==> src/rtl/simon_uart_rx_block_packer_pkg.sv <==
// Shared definitions for the Simon UART receive path: rx state encoding,
// 8N1 frame constants and the bit-period calculation.
package simon_uart_rx_block_packer_pkg;

    // Receiver phases of one 8N1 frame
    typedef enum logic [1:0] {
        RX_IDLE  = 2'd0,
        RX_START = 2'd1,
        RX_DATA  = 2'd2,
        RX_STOP  = 2'd3
    } rx_state_t;

    localparam int FRAME_DATA_BITS = 8;
    localparam logic LINE_IDLE = 1'b1;

    // Clock cycles per UART bit, truncated the same way on rx and tx sides
    function automatic int calcClksPerBit(input int clkFreqHz, input int baud);
        return clkFreqHz / baud;
    endfunction

endpackage

==> src/rtl/simon_uart_rx_block_packer_byte.sv <==
// UART byte receiver: 2-FF synchroniser, mid-bit sampling FSM and bit counter.
// Emits one-cycle byte strobes for good frames and frame-error pulses for bad stop bits.
module uart_rx_byte
    import simon_uart_rx_block_packer_pkg::*;
#(
    parameter int CLKS_PER_BIT = 10416
) (
    input  logic       i_clk,
    input  logic       i_rst,
    input  logic       i_rxd,
    output logic [7:0] o_byte,
    output logic       o_byteStrobe,
    output logic       o_frameError,
    output logic       o_idle
);

    localparam int HALF_BIT = CLKS_PER_BIT / 2;
    localparam int CW       = $clog2(CLKS_PER_BIT + 1);

    logic      r_sync1;
    logic      r_sync2;
    rx_state_t r_state;
    logic [CW-1:0] r_clkCnt;
    logic [2:0] r_bitIdx;
    logic [7:0] r_shift;

    assign o_idle = (r_state == RX_IDLE);

    // Bring the asynchronous line into the clock domain; preset high so reset looks like an idle line
    always_ff @(posedge i_clk) begin
        if (i_rst) begin
            r_sync1 <= LINE_IDLE;
            r_sync2 <= LINE_IDLE;
        end else begin
            r_sync1 <= i_rxd;
            r_sync2 <= r_sync1;
        end
    end

    // Frame FSM: validate start bit at half period, then sample data and stop bits mid-bit
    always_ff @(posedge i_clk) begin
        if (i_rst) begin
            r_state      <= RX_IDLE;
            r_clkCnt     <= '0;
            r_bitIdx     <= '0;
            r_shift      <= '0;
            o_byte       <= '0;
            o_byteStrobe <= 1'b0;
            o_frameError <= 1'b0;
        end else begin
            o_byteStrobe <= 1'b0;
            o_frameError <= 1'b0;
            case (r_state)
                RX_IDLE: begin
                    r_clkCnt <= '0;
                    r_bitIdx <= '0;
                    if (!r_sync2) begin
                        r_state <= RX_START;
                    end
                end
                RX_START: begin
                    if (r_clkCnt == CW'(HALF_BIT - 1)) begin
                        r_clkCnt <= '0;
                        r_state  <= r_sync2 ? RX_IDLE : RX_DATA;
                    end else begin
                        r_clkCnt <= r_clkCnt + 1'b1;
                    end
                end
                RX_DATA: begin
                    if (r_clkCnt == CW'(CLKS_PER_BIT - 1)) begin
                        r_clkCnt <= '0;
                        r_shift  <= {r_sync2, r_shift[7:1]};
                        r_bitIdx <= r_bitIdx + 1'b1;
                        if (r_bitIdx == 3'(FRAME_DATA_BITS - 1)) begin
                            r_state <= RX_STOP;
                        end
                    end else begin
                        r_clkCnt <= r_clkCnt + 1'b1;
                    end
                end
                RX_STOP: begin
                    if (r_clkCnt == CW'(CLKS_PER_BIT - 1)) begin
                        r_clkCnt <= '0;
                        r_state  <= RX_IDLE;
                        if (r_sync2) begin
                            o_byte       <= r_shift;
                            o_byteStrobe <= 1'b1;
                        end else begin
                            o_frameError <= 1'b1;
                        end
                    end else begin
                        r_clkCnt <= r_clkCnt + 1'b1;
                    end
                end
                default: r_state <= RX_IDLE;
            endcase
        end
    end

endmodule

==> src/rtl/simon_uart_rx_block_packer.sv <==
// Receive front end of the Simon cipher: UART bytes packed into BLOCK_BYTES-wide
// blocks (first byte in the MSBs) and handed to the core over valid/ready.
// The output slot gives one block of slack while the core is busy. BLOCK_BYTES >= 2.
module simon_uart_rx_block_packer
    import simon_uart_rx_block_packer_pkg::*;
#(
    parameter int CLK_FREQ_HZ  = 100_000_000,
    parameter int BAUD         = 9600,
    parameter int BLOCK_BYTES  = 8,
    parameter int TIMEOUT_BITS = 16
) (
    input  logic                     clk,
    input  logic                     rst,
    input  logic                     rxd_data_in,
    output logic [8*BLOCK_BYTES-1:0] block_data,
    output logic                     block_valid,
    input  logic                     block_ready,
    output logic                     frame_error,
    output logic                     overrun,
    output logic                     timeout
);

    localparam int CLKS_PER_BIT   = calcClksPerBit(CLK_FREQ_HZ, BAUD);
    localparam int TIMEOUT_CYCLES = TIMEOUT_BITS * CLKS_PER_BIT;
    localparam int TW             = $clog2(TIMEOUT_CYCLES + 1);
    localparam int BW             = $clog2(BLOCK_BYTES + 1);

    logic [7:0] w_byte;
    logic       w_byteStrobe;
    logic       w_frameError;
    logic       w_idle;
    logic       w_slotFree;
    logic [8*BLOCK_BYTES-1:0] w_nextBlock;

    logic [8*(BLOCK_BYTES-1)-1:0] r_shiftReg;
    logic [BW-1:0] r_count;
    logic [TW-1:0] r_toCnt;

    uart_rx_byte #(
        .CLKS_PER_BIT(CLKS_PER_BIT)
    ) u_rxByte (
        .i_clk       (clk),
        .i_rst       (rst),
        .i_rxd       (rxd_data_in),
        .o_byte      (w_byte),
        .o_byteStrobe(w_byteStrobe),
        .o_frameError(w_frameError),
        .o_idle      (w_idle)
    );

    assign frame_error = w_frameError;
    assign w_nextBlock = {r_shiftReg, w_byte};
    assign w_slotFree  = !block_valid || block_ready;

    // Pack bytes, load the output slot on block completion, and drop stale partial blocks after idle
    always_ff @(posedge clk) begin
        if (rst) begin
            r_shiftReg  <= '0;
            r_count     <= '0;
            r_toCnt     <= '0;
            block_data  <= '0;
            block_valid <= 1'b0;
            overrun     <= 1'b0;
            timeout     <= 1'b0;
        end else begin
            overrun <= 1'b0;
            timeout <= 1'b0;
            if (block_valid && block_ready) begin
                block_valid <= 1'b0;
            end
            if (w_byteStrobe) begin
                r_shiftReg <= w_nextBlock[8*(BLOCK_BYTES-1)-1:0];
                r_toCnt    <= '0;
                if (r_count == BW'(BLOCK_BYTES - 1)) begin
                    r_count <= '0;
                    if (w_slotFree) begin
                        block_data  <= w_nextBlock;
                        block_valid <= 1'b1;
                    end else begin
                        overrun <= 1'b1;
                    end
                end else begin
                    r_count <= r_count + 1'b1;
                end
            end else if (w_idle && (r_count != '0)) begin
                if (r_toCnt == TW'(TIMEOUT_CYCLES - 1)) begin
                    r_toCnt <= '0;
                    r_count <= '0;
                    timeout <= 1'b1;
                end else begin
                    r_toCnt <= r_toCnt + 1'b1;
                end
            end else begin
                r_toCnt <= '0;
            end
        end
    end

endmodule

==> config.mk <==
export PLATFORM = sky130hd
export DESIGN_NAME = simon_uart_rx_block_packer
export DESIGN_NICKNAME = d
export VERILOG_FILES = /design/src/rtl/simon_uart_rx_block_packer_pkg.sv /design/src/rtl/simon_uart_rx_block_packer_byte.sv /design/src/rtl/simon_uart_rx_block_packer.sv
export SDC_FILE = /design/constraint.sdc
export NUM_CORES = 1
export LEC_CHECK = 0
export BUFFER_PORTS_ARGS = -buffer_cell sky130_fd_sc_hd__clkbuf_2
export CORE_MARGIN = 10
export CORE_UTILIZATION = 32
export CTS_BUF_LIST = sky130_fd_sc_hd__clkbuf_16
export CTS_CLUSTER_SIZE = 20
export DETAILED_ROUTE_END_ITERATION = 10
export PLACE_DENSITY = 0.51
export SLEW_MARGIN = 20
export SYNTH_ARGS = -nofsm -noshare
export SYNTH_HDL_FRONTEND = slang
export SYNTH_SLANG_ARGS = --single-unit
==> constraint.sdc <==
create_clock -name clk -period 2.99 [get_ports clk]
set_input_delay 0.299 -clock clk [delete_from_list [all_inputs] [get_ports clk]]
set_output_delay 0.299 -clock clk [all_outputs]
set_load 0.005 [all_outputs]
==> results of run 1 <==
==> power groups by stage <==
stage,clock network (mW),registers (mW),logic (mW)
finish,2.08,2.46,0.0522
global route,2.24,2.46,0.0590
CTS,2.16,2.46,0.0536
detailed placement,0,2.52,0.0537
global placement,0,2.52,0.0543
floorplan,0,2.51,0.0439
==> sequential cells by signal, summed over array words and instances (netlist names), named ones only <==
name,cells
u_rxByte.r_sync2,1
overrun,1
u_rxByte.o_frameError,1
u_rxByte.r_clkCnt,14
u_rxByte.r_state,1
r_toCnt,18
u_rxByte.o_byteStrobe,1
u_rxByte.r_sync1,1
block_data,64
u_rxByte.o_byte,8
u_rxByte.r_shift,8
r_count,4
block_valid,1
timeout,1
u_rxByte.r_bitIdx,3
r_shiftReg,56
==> layout make-up <==
cell class                 count  area [µm²]
clock inverter                13         108
clock buffer                  17         425
timing repair buffer          77         428
fill                        2153       13100
sequential                   184        3690
tap                          275         344
inverter                       9        33.8
multi-input combinational    531        3000
==> worst register-to-register path, stage by stage (launching register included) <==
cell	delay, ns
dfxtp_1	0.41
ha_1	0.24
and4_1	0.29
and4_1	0.20
buf_4	0.19
o32a_1	0.49
nor2_1	0.11
==> final timing paths <==
kind	to	slack (ns)	cells after the start
worst max register to register	u_rxByte.r_clkCnt[13]	0.93	6
worst min register to register	u_rxByte.r_sync2	0.41	1
worst max-delay path	u_rxByte.r_clkCnt[13]	0.93	6
worst min-delay path	u_rxByte.r_sync1	0.08	2
==> metrics by stage <==
stage | util | cell area, µm² | power [mW] | worst slack [ns]
4_1_cts | 0.379 | 8020 | 4.67 | 0.917
3_3_place_gp | 0.354 | 7490 | 2.57 | 0.968
2_1_floorplan | - | 6940 | 2.56 | 1.20
6_report | 0.379 | 8020 | 4.59 | 0.930
3_5_place_dp | 0.354 | 7490 | 2.57 | 0.911
5_1_grt | 0.379 | 8020 | 4.76 | 0.708
==> cell families (layout without fill, tap and decap cells) <==
kind of cell	Yosys count	after routing	synth area share
multiplexers	64	64	0.0924
flip-flops	184	184	0.531
AO/OA/AOI/OAI	99	99	0.0770
buffers and inverters	60	116	0.0381
AND/OR/NAND/NOR	333	333	0.213
adder cells (fa/ha/maj)	7	7	0.0126
XOR/XNOR	28	28	0.0354
==> cell usage in the layout, fill, tap and decap left out, types with 12 or more instances in the layout <==
master	instances
nand2_1	142
clkbuf_16	17
dfxtp_1	183
clkbuf_2	70
xnor2_1	19
nand3_1	26
a21oi_1	77
nand4_1	12
nor2_1	104
mux2i_1	64
==> metal layers <==
metal  GRT usage  vias to the layer above  wire, µm
li1            -                     2697         -
met1       0.148                     2400      7760
met2       0.171                       67      6910
met3      0.0220                       19       475
met4      0.0553                        0       313
met5           0                        -         0
==> results.ini, run 1 <==
[run_status]
status=complete, no violations

[setup_path]
max_stage_delay_ns=0.49
cp_common_cell=and4_1
crit_path_cell_trace=ha_1 -> and4_1 -> and4_1 -> buf_4 -> o32a_1 -> nor2_1
critPathSlowestCell=o32a_1
critPathTopFamily=simple AND/OR/NAND/NOR gates
r2r_start=u_rxByte.r_clkCnt[0]
worstSetupStartpointType=flop
crit_buf_inv=1
critPathLaunch=u_rxByte.r_clkCnt[0]
arrival_ns=2.36
crit_type=flop to flop
crit_required_ns=3.29
cp-end-kind=flop
crit_path_max_fanout=14

[sta]
fin_crit_sh=0.689
holdWs_ns=0.0780
rsz0062_at_grt=false
clock.fmax_mhz=485
fin_crit_ns=2.06
finalClockSkew_ns=0.00983
drv_slew=0
tns_ns=0
max_slew.worst_pin.slew_ns=0.970
finalSetupViolations=0
finalHoldViolations=0
max-slew-margin-rel=0.354

[clocking]
ctsHoldBuffers=0
htreeDepth=4
cts_root_buf=clkbuf_16
postCtsSetupBuffers=0
numCtsBuffers=17
cts_resized=0
worstSkewPairLatency_ns=0.43
clk_pin_slew_worst_paths_ns=0.06
clockBufferDepth=2
cts_tree=done
clock-sinks=184

[drt]
viasPerCell=4.69
via_count=5183
drc_errors=0
drtIter0Drc=321
wl_mm=15.5
postRouteAntennaNets=0
dr.pass1.iters=4
avgRoutedWirePerCell_um=14.0

[job]
cap_violations=0

[placement]
port-buffer-count=71
gp_congestion=0.735
dp_cells=1076
dp_hpwl_mm=10.2

[power_and_ir_drop]
internal-power_mw=3.59
clkPwrFrac=0.453
p_sw_frac=0.217
pwr-share-comb=0.011
p_switching_mw=0.996
power.density_nw_per_um2=572
seqPwrFrac=0.536
power_leakage_nw=2.80
ir_drop_v=0.000378

[synth]
synth_top_flop_cell=dfxtp_1
synth_common_cells=dfxtp_1 (184), nand2_1 (142), nor2_1 (104), a21oi_1 (77), mux2i_1 (64)
netlist_instances=775
syn_avg_cell_area_um2=8.95
synth_edf_count=0
synthTopCellsByArea=dfxtp_1 (53%), mux2i_1 (9.2%), nand2_1 (7.7%), nor2_1 (5.6%), a21oi_1 (5.6%)
synth_fp_nets=786
yosys_warnings=0
netlist.area_leader.share=0.531
postSynth.asyncResetShare=0
synth.most_common_cell=dfxtp_1
seq_area_frac_synth=0.531
mappedNetlistArea_um2=6940
synth_area_leader_cell=dfxtp_1
synth-seq-cells=184
ys_types=45

[floorplan]
core.rowCount=53
die_x_um=167
design.die.area_um2=28000
start_util=0.328
die_h_um=167
core-area_um2=21200
ios=72

[grt]
grt.overflow.total=0
antenna_found_initial=0
grt_pass1_wl_mm=26.4
first_global_vias=5028
grt_max_degree=58
gr-usage-all-layers=0.112

[final_layout]
final_layout_size_suffix_gt1_frac=0.140
nNetsFinal=831
antenna-diode-count=0
syn_to_final_growth_pct=15.7
final_cells=1106

[min_path]
min_from=rxd_data_in
holdCritPathClass=primary input to flop

Power figures use the tool's default switching activity.
==> inputs of run 2 (changes only) <==
==> constraint.sdc (replaced) <==
create_clock -name clk -period 2.1 [get_ports clk]
set_input_delay 0.21 -clock clk [delete_from_list [all_inputs] [get_ports clk]]
set_output_delay 0.21 -clock clk [all_outputs]
set_load 0.005 [all_outputs]
==> run 2 against run 1 <==
Effect of this change: highest routed layer unchanged; combinational power up 60%; sequential share of layout area is 0.68 points lower; die area stayed put; largest cell class unchanged; routed wire length is 0.62% higher; via count increased by 0.60%.
==> results.ini, run 2 (synthesis results as in run 1) <==
[run_status]
status=complete, no violations

[final_layout]
fin_util=0.385
largest_reg_flops=64
largest-register=block_data
final_common_cell=dfxtp_1
fin_area_um2=8150
fillers=2200
regArea_um2=3690
top_regs=block_data (64), r_shiftReg (56), r_toCnt (18)
antenna-diode-count=0
syn_to_final_growth_pct=17.4
nNetsFinal=837
multi_input_area_um2=3000
final_cell_mix=dfxtp_1 (183), nand2_1 (142), nor2_1 (104), a21oi_1 (77), clkbuf_2 (70)
final_layout_size_suffix_gt1_frac=0.149

[sta]
rsz0062_at_grt=false
tns_ns=0
fin_crit_sh=0.868
fin_crit_ns=1.82
drv_slew=0
max_slew.worst_pin.slew_ns=0.964
layout_setup_ws_ns=0.276
finalSetupViolations=0
holdWs_ns=0.222
finalHoldViolations=0
clock.fmax_mhz=548
finalClockSkew_ns=0.0163
max-slew-margin-rel=0.357

[placement]
gp_congestion=0.761
dpl_worst_slack_ns=0.278
port-buffer-count=71
dp_hpwl_mm=10.0
placed_area_um2=7540

[clocking]
postCtsSetupBuffers=0
worstSkewPairLatency_ns=0.43
clk_pin_slew_worst_paths_ns=0.07
cts_root_buf=clkbuf_16
htreeDepth=4
numCtsBuffers=17
cts_tree=done
clock-sinks=184
clockBufferDepth=2

[floorplan]
core.rowCount=53
die_h_um=167
design.die.area_um2=28000
ios=72
die_x_um=167
core-area_um2=21200
start_util=0.328

[job]
cap_violations=0

[setup_path]
cp-end-kind=flop
crit_type=flop to flop
crit_buf_inv=1
max_stage_delay_ns=0.42
critPathTopFamily=simple AND/OR/NAND/NOR gates
r2r_slack_ns=0.28
cp_common_cell=and4_1
worstSetupStartpointType=flop
crit_path_max_fanout=11
critPathSlowestCell=dfxtp_1
crit_required_ns=2.44
arrival_ns=2.17
crit_path_cell_trace=ha_1 -> and4_1 -> and4_1 -> buf_4 -> nand4_1 -> a31oi_1

[drt]
drc_errors=0
viasPerCell=4.68
postRouteAntennaNets=0
dr_wl_met3_um=612
via_count=5214
met1_length_mm=7.83
drtIter0Drc=350
wl_mm=15.6
avgRoutedWirePerCell_um=14.0
dr.pass1.iters=4
dr_wl_met2_mm=6.96
top_layer=met4

[grt]
grt.overflow.total=0
grt_max_degree=97
first_global_vias=4990
antenna_found_initial=0
grt_pass1_wl_mm=26.2
gr-usage-all-layers=0.111

[min_path]
holdCritPathClass=primary input to flop

[power_and_ir_drop]
power_leakage_nw=2.86
ir_drop_v=0.000479
power.density_nw_per_um2=835

-- run 2: through the flow --
step	total power, mW	instances
3_5_place_dp	3.67	1081
2_1_floorplan	3.64	775
6_report	6.80	1114
4_1_cts	6.91	1114
5_1_grt	7.05	1114
3_3_place_gp	3.67	1081
-- run 2: repair_timing --
| item | 4_1_cts | 5_1_grt |
|---|---|---|
| hold buffers | 1 | 0 |
| gates resized for setup | 0 | 0 |
| endpoints found under the hold margin | 1 | 0 |
-- run 2: worst paths after layout --
kind,startpoint,end,depth (start not counted)
setup / recovery,u_rxByte.r_clkCnt[0],u_rxByte.r_bitIdx[1],6
hold reg to reg,u_rxByte.r_sync1,u_rxByte.r_sync2,1
setup reg to reg,u_rxByte.r_clkCnt[0],u_rxByte.r_bitIdx[1],6
hold / removal,rst,timeout,4
-- run 2: cell type report --
| cell class | count | area share |
|---|---|---|
| sequential | 184 | 0.453 |
| multi-input combinational | 531 | 0.368 |
| timing repair buffer | 83 | 0.0599 |
| clock buffer | 17 | 0.0522 |
| tap | 275 | 0.0422 |
| clock inverter | 15 | 0.0207 |
| inverter | 9 | 0.00415 |
-- run 2: where the power goes --
group          switching, mW  leakage (nW)  internal [mW]  total, mW
clock network           1.43         0.292           1.78       3.21
logic                 0.0623          1.09         0.0214     0.0837
registers             0.0116          1.48           3.49       3.50
total                   1.50          2.86           5.30       6.80
-- run 2: worst register-to-register path, delay by kind of cell, from the launching register on --
| family | cells | cell delay [ns] |
|---|---|---|
| AOI/OAI and AO/OA | 1 | 0.20 |
| adders and majority gates | 1 | 0.24 |
| and+or+nand+nor | 3 | 0.69 |
| buffers and inverters | 1 | 0.21 |
| DFF | 1 | 0.42 |
-- run 2: routing by layer --
metal  GRT usage  vias to the layer above
met3      0.0311                       10
li1            -                     2720
met2       0.170                       67
met1       0.148                     2417
met4      0.0329                        0
met5           0                        -
